`src/rtl/rr_channel_mux_pkg.sv`:
```
// rr_channel_mux shared definitions.
// Mode encodings for the per-cycle selection port.
package rr_channel_mux_pkg;

  localparam logic MODE_ADDRESSED = 1'b0;
  localparam logic MODE_RR        = 1'b1;

endpackage

```
`src/rtl/rr_channel_mux_rr_arbiter.sv`:
```
// Round-robin arbiter: rotate requests past last_grant,
// then pick the lowest set bit and rotate the index back.
module rr_arbiter #(
  parameter int CHANNELS = 4,
  parameter int SEL_BITS = $clog2(CHANNELS)
) (
  input  logic [CHANNELS-1:0] request,
  input  logic [SEL_BITS-1:0] last_grant,
  output logic [SEL_BITS-1:0] grant,
  output logic                grant_valid
);

  localparam int SW = SEL_BITS + 2;
  localparam logic [SW-1:0] CH = SW'(CHANNELS);

  logic [2*CHANNELS-1:0] dbl;
  logic [CHANNELS-1:0]   rot;
  logic [SW-1:0]         start;
  logic [SW-1:0]         pos;
  logic [SW-1:0]         sum;

  always_comb begin
    start = SW'(last_grant) + SW'(1);
    if (start >= CH) start = '0;
    dbl = {request, request};
    rot = dbl[start +: CHANNELS];
    pos = '0;
    for (int i = CHANNELS - 1; i >= 0; i--) begin
      if (rot[i]) pos = SW'(i);
    end
    // pos is relative to start; fold back into 0..CHANNELS-1
    sum = start + pos;
    if (sum >= CH) sum = sum - CH;
    grant       = sum[SEL_BITS-1:0];
    grant_valid = |request;
  end

endmodule

```
`src/rtl/rr_channel_mux.sv`:
```
// N-channel mux with registered output, valid/ready on every side,
// and per-cycle choice of addressed or round-robin selection.
module rr_channel_mux
  import rr_channel_mux_pkg::*;
#(
  parameter int WIDTH    = 32,
  parameter int CHANNELS = 4,
  parameter int SEL_BITS = $clog2(CHANNELS)
) (
  input  logic                      clk,
  input  logic                      reset,
  input  logic                      mode,
  input  logic [SEL_BITS-1:0]       address,
  input  logic [CHANNELS*WIDTH-1:0] in_data,
  input  logic [CHANNELS-1:0]       in_valid,
  output logic [CHANNELS-1:0]       in_ready,
  output logic [WIDTH-1:0]          out_data,
  output logic                      out_valid,
  output logic [SEL_BITS-1:0]       out_channel,
  input  logic                      out_ready
);

  localparam int NPAD = 1 << SEL_BITS;

  logic [SEL_BITS-1:0] last_q, last_d;
  logic [SEL_BITS-1:0] chan_q, chan_d;
  logic [WIDTH-1:0]    data_q, data_d;
  logic                valid_q, valid_d;

  logic [SEL_BITS-1:0] rr_grant, grant;
  logic                rr_valid, grant_valid;
  logic                slot_free, xfer;
  logic [NPAD-1:0]     valid_pad;

  rr_arbiter #(
    .CHANNELS(CHANNELS),
    .SEL_BITS(SEL_BITS)
  ) u_arb (
    .request    (in_valid),
    .last_grant (last_q),
    .grant      (rr_grant),
    .grant_valid(rr_valid)
  );

  always_comb begin
    // padding makes out-of-range addresses read as not-valid
    valid_pad = NPAD'(in_valid);
    if (mode == MODE_RR) begin
      grant       = rr_grant;
      grant_valid = rr_valid;
    end else begin
      grant       = address;
      grant_valid = valid_pad[address];
    end

    slot_free = !valid_q || out_ready;
    xfer      = slot_free && grant_valid;
    for (int i = 0; i < CHANNELS; i++) begin
      in_ready[i] = xfer && (grant == SEL_BITS'(i));
    end

    valid_d = valid_q && !out_ready;
    data_d  = data_q;
    chan_d  = chan_q;
    last_d  = last_q;
    if (xfer) begin
      valid_d = 1'b1;
      data_d  = in_data[int'(grant)*WIDTH +: WIDTH];
      chan_d  = grant;
      if (mode == MODE_RR) last_d = grant;
    end
  end

  always_ff @(posedge clk) begin
    if (reset) begin
      valid_q <= 1'b0;
      data_q  <= '0;
      chan_q  <= '0;
      last_q  <= SEL_BITS'(CHANNELS - 1);
    end else begin
      valid_q <= valid_d;
      data_q  <= data_d;
      chan_q  <= chan_d;
      last_q  <= last_d;
    end
  end

  assign out_data    = data_q;
  assign out_valid   = valid_q;
  assign out_channel = chan_q;

endmodule

```
`config.mk`:
```
export PLATFORM = sky130hd
export DESIGN_NAME = rr_channel_mux
export DESIGN_NICKNAME = d
export VERILOG_FILES = /design/src/rtl/rr_channel_mux_pkg.sv /design/src/rtl/rr_channel_mux_rr_arbiter.sv /design/src/rtl/rr_channel_mux.sv
export SDC_FILE = /design/constraint.sdc
export NUM_CORES = 1
export LEC_CHECK = 0
export BUFFER_PORTS_ARGS = -buffer_cell sky130_fd_sc_hd__buf_4
export CAP_MARGIN = 0
export CORE_UTILIZATION = 45
export DETAILED_ROUTE_END_ITERATION = 8
export PLACE_DENSITY = 0.83
export SYNTH_ARGS = -nofsm -noshare
export SYNTH_HDL_FRONTEND = slang
export SYNTH_SLANG_ARGS = --single-unit
```
`constraint.sdc`:
```
create_clock -name clk -period 7.9 [get_ports clk]
set_input_delay 1.58 -clock clk [delete_from_list [all_inputs] [get_ports clk]]
set_output_delay 1.58 -clock clk [all_outputs]
set_load 0.02 [all_outputs]
```
# ---- Word-level counts from Yosys, hierarchy flattened
# Index checks and enable logic that the tools add are counted.
dict set report classes {
  shifts 2
  magnitude_cmp 3
  div_mod_pow 0
  muxes 11
  reduce_logical 12
  bitwise 0
  multipliers 0
  n_eq_ne 3
  addsub 3
}
# operator count
set ops {}
lappend ops {{128-bit by 8-bit indexed part select with 32-bit output} 1}
lappend ops {{2-bit 2-to-1 mux} 6}
lappend ops {{4-bit by 3-bit >= comparator with 1-bit output (second input constant)} 2}
lappend ops {{8-bit by 5-bit indexed part select with 4-bit output} 1}
lappend ops {{1-bit logical AND} 6}
lappend ops {{4-bit by 2-bit adder with 4-bit output} 1}
lappend ops {{2-bit equality test (second input constant)} 2}
lappend ops {{4-bit 2-to-1 mux} 1}
lappend ops {{4-bit OR reduction} 1}
lappend ops {{2-bit by 1-bit adder with 3-bit output (second input constant)} 1}
lappend ops {{2-bit by 3-bit < comparator with 1-bit output (second input constant)} 1}
lappend ops {{1-bit 2-to-1 mux} 3}
lappend ops {{1-bit binary-select mux with 2-bit select} 1}
lappend ops {{2-bit by 1-bit equality test with 1-bit output (second input constant)} 1}
lappend ops {{1-bit zero test} 2}
lappend ops {{2-bit zero test} 1}
lappend ops {{2-bit AND reduction} 1}
lappend ops {{2-bit by 1-bit subtractor with 2-bit output (second input constant)} 1}
lappend ops {{1-bit logical OR} 1}
dict set report totals {
  output_inout_bits 39
  memories 0
  wordCells 38
  mem_bits_ro 0
  ramBits 0
  reg_bits 37
  latch_bits 0
}

# ---- Depth between registers and ports, before layout
# Gate-level depths: netlist of the first run.
dict set report depth {
  ltp_word 14
  mapped_depth 13
}

# ---- By module
# A second synthesis of the first run with hierarchy kept.
dict set report unflattened {
  cells_unflattened 173
  area_unflattened_um2 2264.7
}
# module cells_each n_inst area_per_inst_um2 seq_area_each_um2
set modules_own_cells {}
lappend modules_own_cells {rr_channel_mux 146 1 2088.3 740.7}
lappend modules_own_cells {rr_arbiter 27 1 176.4 0.0}

# ---- Worst setup path before layout of the first run
# Ideal clock, no wire load.
dict set report synth_path {
  path_kind {input to output}
  start {input in_valid[2]}
  end {output in_ready[1]}
  stages 12
  required_time_ps 6320
  arrival_ps 3975
  slack_ps 2345
  n_path_buf 3
  cell_sequence {buf_6 > mux2_4 > o31a_1 > o221ai_1 > nand2b_1 > ha_1 > o2111ai_1 > a22oi_1 > and3b_1 > buf_6 > buf_6 > nor3_1}
}
dict set report synth_between {
  elab_chain_len 11
  word_cells_on_any_way 17
  cone_classes {add/sub (2); order compare (1); eq/ne (1); shift (1); mux (9); reduce/logical (3)}
}
# item line_no
set synth_rtl {}
lappend synth_rtl {{start, declared} rr_channel_mux.sv:15} ;# input logic [CHANNELS-1:0] in_valid,
lappend synth_rtl {{8-bit by 5-bit indexed part select with 4-bit output} rr_channel_mux_rr_arbiter.sv:26} ;# rot = dbl[start +: CHANNELS];
lappend synth_rtl {{2-bit 2-to-1 mux (4 in a row)} rr_channel_mux_rr_arbiter.sv:29} ;# if (rot[i]) pos = SW'(i);
lappend synth_rtl {{4-bit by 2-bit adder with 4-bit output} rr_channel_mux_rr_arbiter.sv:32} ;# sum = start + pos;
lappend synth_rtl {{4-bit by 3-bit >= comparator with 1-bit output / 2-bit by 1-bit subtractor with 2-bit output (equally long branches)} rr_channel_mux_rr_arbiter.sv:33} ;# if (sum >= CH) sum = sum - CH;
lappend synth_rtl {{2-bit 2-to-1 mux} rr_channel_mux_rr_arbiter.sv:33}
lappend synth_rtl {{2-bit 2-to-1 mux} rr_channel_mux.sv:48} ;# if (mode == MODE_RR) begin
lappend synth_rtl {{2-bit by 1-bit equality test with 1-bit output} rr_channel_mux.sv:59} ;# in_ready[i] = xfer && (grant == SEL_BITS'(i));
lappend synth_rtl {{1-bit logical AND (*)} rr_channel_mux.sv:59}
lappend synth_rtl {{end, declared} rr_channel_mux.sv:16} ;# output logic [CHANNELS-1:0] in_ready,
# Every way passes the cells marked *; elsewhere a longest branch is shown, timed or not. The select of a mux whose other input is x is not followed.

# ---- Final worst setup path of the first run
dict set report layout_path {
  start {input in_valid[3]}
  end {output in_ready[3]}
}
dict set report layout_between {
  elab_chain_len 11
  word_cells_on_any_way 17
  cone_classes {add/sub (2); order compare (1); eq/ne (1); shift (1); mux (9); reduce/logical (3)}
}
# item line_no
set layout_rtl {}
lappend layout_rtl {{8-bit by 5-bit indexed part select with 4-bit output} rr_channel_mux_rr_arbiter.sv:26}
lappend layout_rtl {{2-bit 2-to-1 mux (4 in a row)} rr_channel_mux_rr_arbiter.sv:29}
lappend layout_rtl {{4-bit by 2-bit adder with 4-bit output} rr_channel_mux_rr_arbiter.sv:32}
lappend layout_rtl {{4-bit by 3-bit >= comparator with 1-bit output / 2-bit by 1-bit subtractor with 2-bit output (equally long branches)} rr_channel_mux_rr_arbiter.sv:33}
lappend layout_rtl {{2-bit 2-to-1 mux} rr_channel_mux_rr_arbiter.sv:33}
lappend layout_rtl {{2-bit 2-to-1 mux} rr_channel_mux.sv:48}
lappend layout_rtl {{2-bit equality test} rr_channel_mux.sv:59}
lappend layout_rtl {{1-bit logical AND (*)} rr_channel_mux.sv:59}
# Marks and branches as above.

==> flow_summary.ini, run 1 <==
[yosys]
synth_area_per_cell_um2 = 9.01
synth_edf_count = 0
yosysTopAreaCellShare_pct = 28.5
ys_seq_area_share_pct = 28.5
synthesis.area_um2 = 2600
synth.distinct_cells = 48
yosys.area.top_type = dfxtp_1
ys.warnings.count = 0
ys_seq_elements = 37
synthCells = 289
synth_nets = 429
ys_top_cells_by_area = dfxtp_1, mux2i_1, a32o_1
async_reset_ff_share_pct = 0
synth_ff_type = dfxtp_1

[worst_setup_path]
slowest_delay_ns = 0.60
path_common_cell = buf_4
slowest_stage = nand3b_2
worstPathArrival_ns = 4.36
cp_max_fo = 34
crit_path_start_kind = input pin
cp-end-kind = output port
cp_top_family = simple AND/OR/NAND/NOR gates
required_ns = 6.32
cp_cell_sequence = buf_4 > mux2_4 > o31a_1 > o221ai_1 > nand2b_1 > ha_1 > nor3b_1 > a21boi_1 > nand3b_2 > nor3_1 > buf_4
path_buf_inv = 2
critPathKind = input pin to output port

[detailed_routing]
vias = 2902
drtIter0Drc = 97
routedWlPerCell_um = 15.1
drc = 0
via_per_inst = 5.53
routed_wl_um = 7920
dr.pass1.iters = 5
ant_nets = 0

[flow_run]
cap_violations = 0

[clock_network]
clock_latency_ns = 0.29
cts_root_buf = clkbuf_8
cts_setup_buffers = 0
cts_hold_buf = 0
cts_made_buffers = 5
clkTransAtPathRegs_ns = 0.07
post_cts_resized = 0
htreeDepth = 2
clock-sinks = 37
tritoncts = done
clock_path_buffers = 2

[die]
num_io_pins = 177
die_h_um = 78.1
rows = 27
start_util_pct = 47.0
die_area_um2 = 6090
die_w_um = 78.1
core_um2 = 5540

[final_layout]
finish.utilization_pct = 72.2
nets = 593
n_antenna_cell = 0
final_layout_size_suffix_gt1_share_pct = 45.5
syn_to_final_growth_pct = 53.7

[timing]
layout_setup_ws_ns = 1.96
worst_pin_slew_ns = 0.910
rsz0062_at_grt = no
maxSlewViolCount = 0
setup_viol = 0
min_period_ns = 5.94
max_freq_mhz = 168
whs_ns = 0.470
finalClockSkew_ns = 0.00548
hold_viol_final = 0
tns_ns = 0
relSlewSlack_pct = 39.2
post-route-period-util_pct = 75.2

[grt]
grt_overflow = 0
grt_first_pass_wirelength_um = 12300
grt_util_all_layers_pct = 25.2
grt_max_degree = 45
antenna_found_initial = 0
grt_pass1_vias = 2715

[hold_path]
holdCritPathClass = register to register

[placement]
gp_routability_congestion = 0.925
place_hpwl_um = 6120
portBuffers = 176
post-place-ws_ns = 1.97

[pwr]
power_uw = 773
cellPowerDensity_nw_per_um2 = 193
p_leak_nw = 2.08
vdd_ir_drop_max_mv = 0.153

[run_status]
status = finished, final reports clean
[metrics by stage]
step | area, um^2 | std cells
2_1_floorplan | 2600 | 289
3_3_place_gp | 3910 | 518
3_5_place_dp | 3910 | 518
4_1_cts | 4000 | 525
5_1_grt | 4000 | 525
6_report | 4000 | 525
[sequential cells by signal, summed over array words and instances, names as in the netlist]
name         count
out_data        32
last_q           2
out_valid        1
out_channel      2
[placed cells by master (no fill, tap or decap), types with 2 or more instances in the layout]
cell,instances
buf_4,180
mux2i_1,67
nand2_1,55
dfxtp_1,37
a32o_1,32
nand2_2,10
clkbuf_8,6
o21ai_0,5
inv_1,4
nor2_1,4
or2_2,3
nand2b_1,3
a21oi_1,3
nor3_1,3
and3b_1,2
nor3b_1,2
a211o_1,2
and2_1,2
ha_1,2
[per-layer routing]
| metal | vias up | GRT usage (%) | share of wire (%) |
|---|---|---|---|
| li1 | 1404 | - | - |
| met1 | 1346 | 29.0 | 38 |
| met2 | 133 | 45.1 | 52 |
| met3 | 19 | 6.05 | 6.8 |
| met4 | 0 | 8.89 | 2.5 |
| met5 | - | 0 | 0 |
[synthesized netlist by cell type (all sizes together) (3+ instances only)]
master,instances
mux2i,67
nand2,65
dfxtp,37
a32o,32
buf,18
o21ai,6
a21oi,5
clkbuf,5
nor2,5
inv,4
or2,4
nand2b,3
nor3,3
[final timing paths]
path / cells past startpoint / start / end / slack, ns
hold reg to reg: 1 / out_data[12]$_SDFFE_PP0P_ / out_data[12]$_SDFFE_PP0P_ / 0.47
setup reg to reg: 11 / last_q[0]$_SDFFE_PP1P_ / out_data[12]$_SDFFE_PP0P_ / 3.37
hold / removal: 1 / out_data[12]$_SDFFE_PP0P_ / out_data[12]$_SDFFE_PP0P_ / 0.47
setup / recovery: 11 / in_valid[3] / in_ready[3] / 1.96
[cell families after synthesis]
logic type | synth area share, %
muxes | 26.3
DFF | 28.5
adders and majority gates | 1.35
AOI/OAI and AO/OA | 19.3
buffers and inverters | 6.30
and+or+nand+nor | 17.9
xor gates and xnor gates | 0.337
[power by group]
part	leakage [nW]	internal (mW)	switching (mW)
sequential	0.306	0.218	0.0203
clock	0.0443	0.0693	0.0662
combinational	1.73	0.191	0.208
[worst register-to-register path, stage by stage (launching register included)]
cell and delay [ns]:
dfxtp_1 0.61, ha_1 0.40, mux2_4 0.36, o31a_1 0.25, o221ai_1 0.22, nand2b_1 0.17, ha_1 0.26, a21oi_4 0.73
buf_4 0.71, mux2i_1 0.33, nand2_1 0.09, a32o_1 0.28
[cell type report]
| class | count | area (um^2) |
|---|---|---|
| Sequential cell | 37 | 741 |
| Tap cell | 72 | 90.1 |
| Inverter | 4 | 15.0 |
| Timing Repair Buffer | 180 | 1350 |
| Clock buffer | 7 | 86.3 |
| Multi-Input combinational cell | 225 | 1720 |
| Fill cell | 440 | 1540 |
No activity file was read; power rests on OpenSTA's default activity.
==> run 2, diff against run 1 <==
Settings changed: CORE_UTILIZATION 45 to 42, PLACE_DENSITY 0.83 to 0.78.
Clock period 7.9 ns to 6 ns, I/O delays scaled along.
==> run 2 against run 1 <==
  * Setup slack lost 0.83 ns
  * Global-route usage decreased by 0.44 points
  * Sequential power rose by 31%
  * Critical endpoint is now in_ready[1]
  * Highest routed layer unchanged
  * Core utilization fell by 4.3 points
==> flow_summary.ini, run 2 (synthesis results as in run 1) <==
[run_status]
status = finished, final reports clean

[die]
core_um2 = 5960
die_h_um = 80.7
num_io_pins = 177
rows = 28
start_util_pct = 43.7
die_w_um = 80.7
die_area_um2 = 6510

[worst_setup_path]
slowest_delay_ns = 0.62
crit_path_start_kind = register
critPathKind = register to output port
worstPathArrival_ns = 3.67
path_common_cell = ha_1
slowest_stage = dfxtp_1
required_ns = 4.80
path_buf_inv = 1
cp_cell_sequence = ha_1 > mux2_4 > o31a_1 > o221ai_1 > nand2b_1 > ha_1 > o2111ai_1 > a22oi_1 > and3b_1 > nor3_1 > buf_4
cp_max_fo = 15
cp-end-kind = output port
cp_top_family = compound AO/OA/AOI/OAI gates

[timing]
rsz0062_at_grt = no
maxSlewViolCount = 0
setup_viol = 0
relSlewSlack_pct = 35.6
max_freq_mhz = 205
hold_viol_final = 0
post-route-period-util_pct = 81.2
tns_ns = 0
worst_pin_slew_ns = 0.965
finalClockSkew_ns = 0.00682
min_period_ns = 4.87

[clock_network]
cts_made_buffers = 5
clock_path_buffers = 2
cts_hold_buf = 0
clock-sinks = 37
post_cts_resized = 0
cts_setup_buffers = 0
htreeDepth = 2
clock_latency_ns = 0.29
tritoncts = done
cts_root_buf = clkbuf_8
clkTransAtPathRegs_ns = 0.08

[placement]
gp_routability_congestion = 0.897
portBuffers = 176
place_hpwl_um = 6310
placed_cell_area_um2 = 3920

[final_layout]
nets = 593
fin_area_um2 = 4040
syn_to_final_growth_pct = 55.2
largest_reg_flops = 32
final_layout_size_suffix_gt1_share_pct = 45.6
final_common_cell = buf_4
n_antenna_cell = 0
final_cell_mix = buf_4, mux2i_1, nand2_1

[detailed_routing]
routed_wl_um = 8060
drc = 0
via_per_inst = 5.40
vias = 2857
dr.pass1.iters = 4
ant_nets = 0
drtIter0Drc = 87
routedWlPerCell_um = 15.2

[pwr]
power_switching_share_pct = 36.6
p_int_uw = 677
vdd_ir_drop_max_mv = 0.206
power.switching_uw = 390
p_leak_nw = 2.09
power_frac_comb_pct = 49.3
cellPowerDensity_nw_per_um2 = 264
clkPwrFrac_pct = 21.3
seq_power_share_pct = 29.4

[grt]
grt_pass1_vias = 2664
grt_util_all_layers_pct = 24.7
grt_overflow = 0
antenna_found_initial = 0
grt_max_degree = 61
grt_first_pass_wirelength_um = 12400

[hold_path]
holdCritPathClass = register to register

[flow_run]
cap_violations = 0
[run 2: path summary, 6_finish.rpt]
check	startpoint	end	slack, ns	cells past startpoint
worst max-delay path	last_q[0]$_SDFFE_PP1P_	in_ready[1]	1.13	11
worst max register to register	last_q[0]$_SDFFE_PP1P_	out_data[0]$_SDFFE_PP0P_	1.82	11
worst min register to register	out_data[31]$_SDFFE_PP0P_	out_data[31]$_SDFFE_PP0P_	0.47	1
worst min-delay path	out_data[31]$_SDFFE_PP0P_	out_data[31]$_SDFFE_PP0P_	0.47	1
[run 2: area by class of cell]
| class | count | area, um^2 |
|---|---|---|
| Sequential cell | 37 | 741 |
| Tap cell | 75 | 93.8 |
| Multi-Input combinational cell | 225 | 1720 |
| Clock inverter | 1 | 30.0 |
| Timing Repair Buffer | 180 | 1350 |
| Fill cell | 500 | 1920 |
| Clock buffer | 7 | 86.3 |
| Inverter | 4 | 15.0 |
[run 2: worst reg2reg max path: cells and delay by family (launching register included)]
family,cells,cell delay (ns)
AO/OA/AOI/OAI,4,1.00
adder cells (fa/ha/maj),2,0.67
buffers and inverters,1,0.78
flip-flops,1,0.62
multiplexers,2,0.76
AND/OR/NAND/NOR,2,0.25
[run 2: power by group through the flow]
stage,Sequential [mW],Combinational [mW],Clock [mW]
floorplan,0.361,0.301,0
global route,0.320,0.567,0.241
global placement,0.317,0.519,0
CTS,0.314,0.529,0.230
finish,0.314,0.526,0.227
detailed placement,0.319,0.528,0
[run 2: metrics by stage]
stage	worst slack (ns)	utilization, %	power [mW]	instances	hold WS [ns]
floorplan	1.20	-	0.662	289	0.440
global placement	1.31	65.9	0.836	521	0.451
detailed placement	1.20	65.9	0.847	521	0.455
CTS	1.19	67.8	1.07	529	0.472
global route	0.875	67.8	1.13	529	0.493
finish	1.13	67.8	1.07	529	0.470
[run 2: metal layers]
layer / wire length [um] / global-route usage [%] / vias to the layer above / share of wire (%)
met4: 138 / 5.71 / 0 / 1.7
met1: 3180 / 28.3 / 1328 / 39
met2: 4200 / 45.1 / 114 / 52
met5: 0 / 0 / - / 0
met3: 545 / 6.93 / 15 / 6.8
li1: - / - / 1400 / -
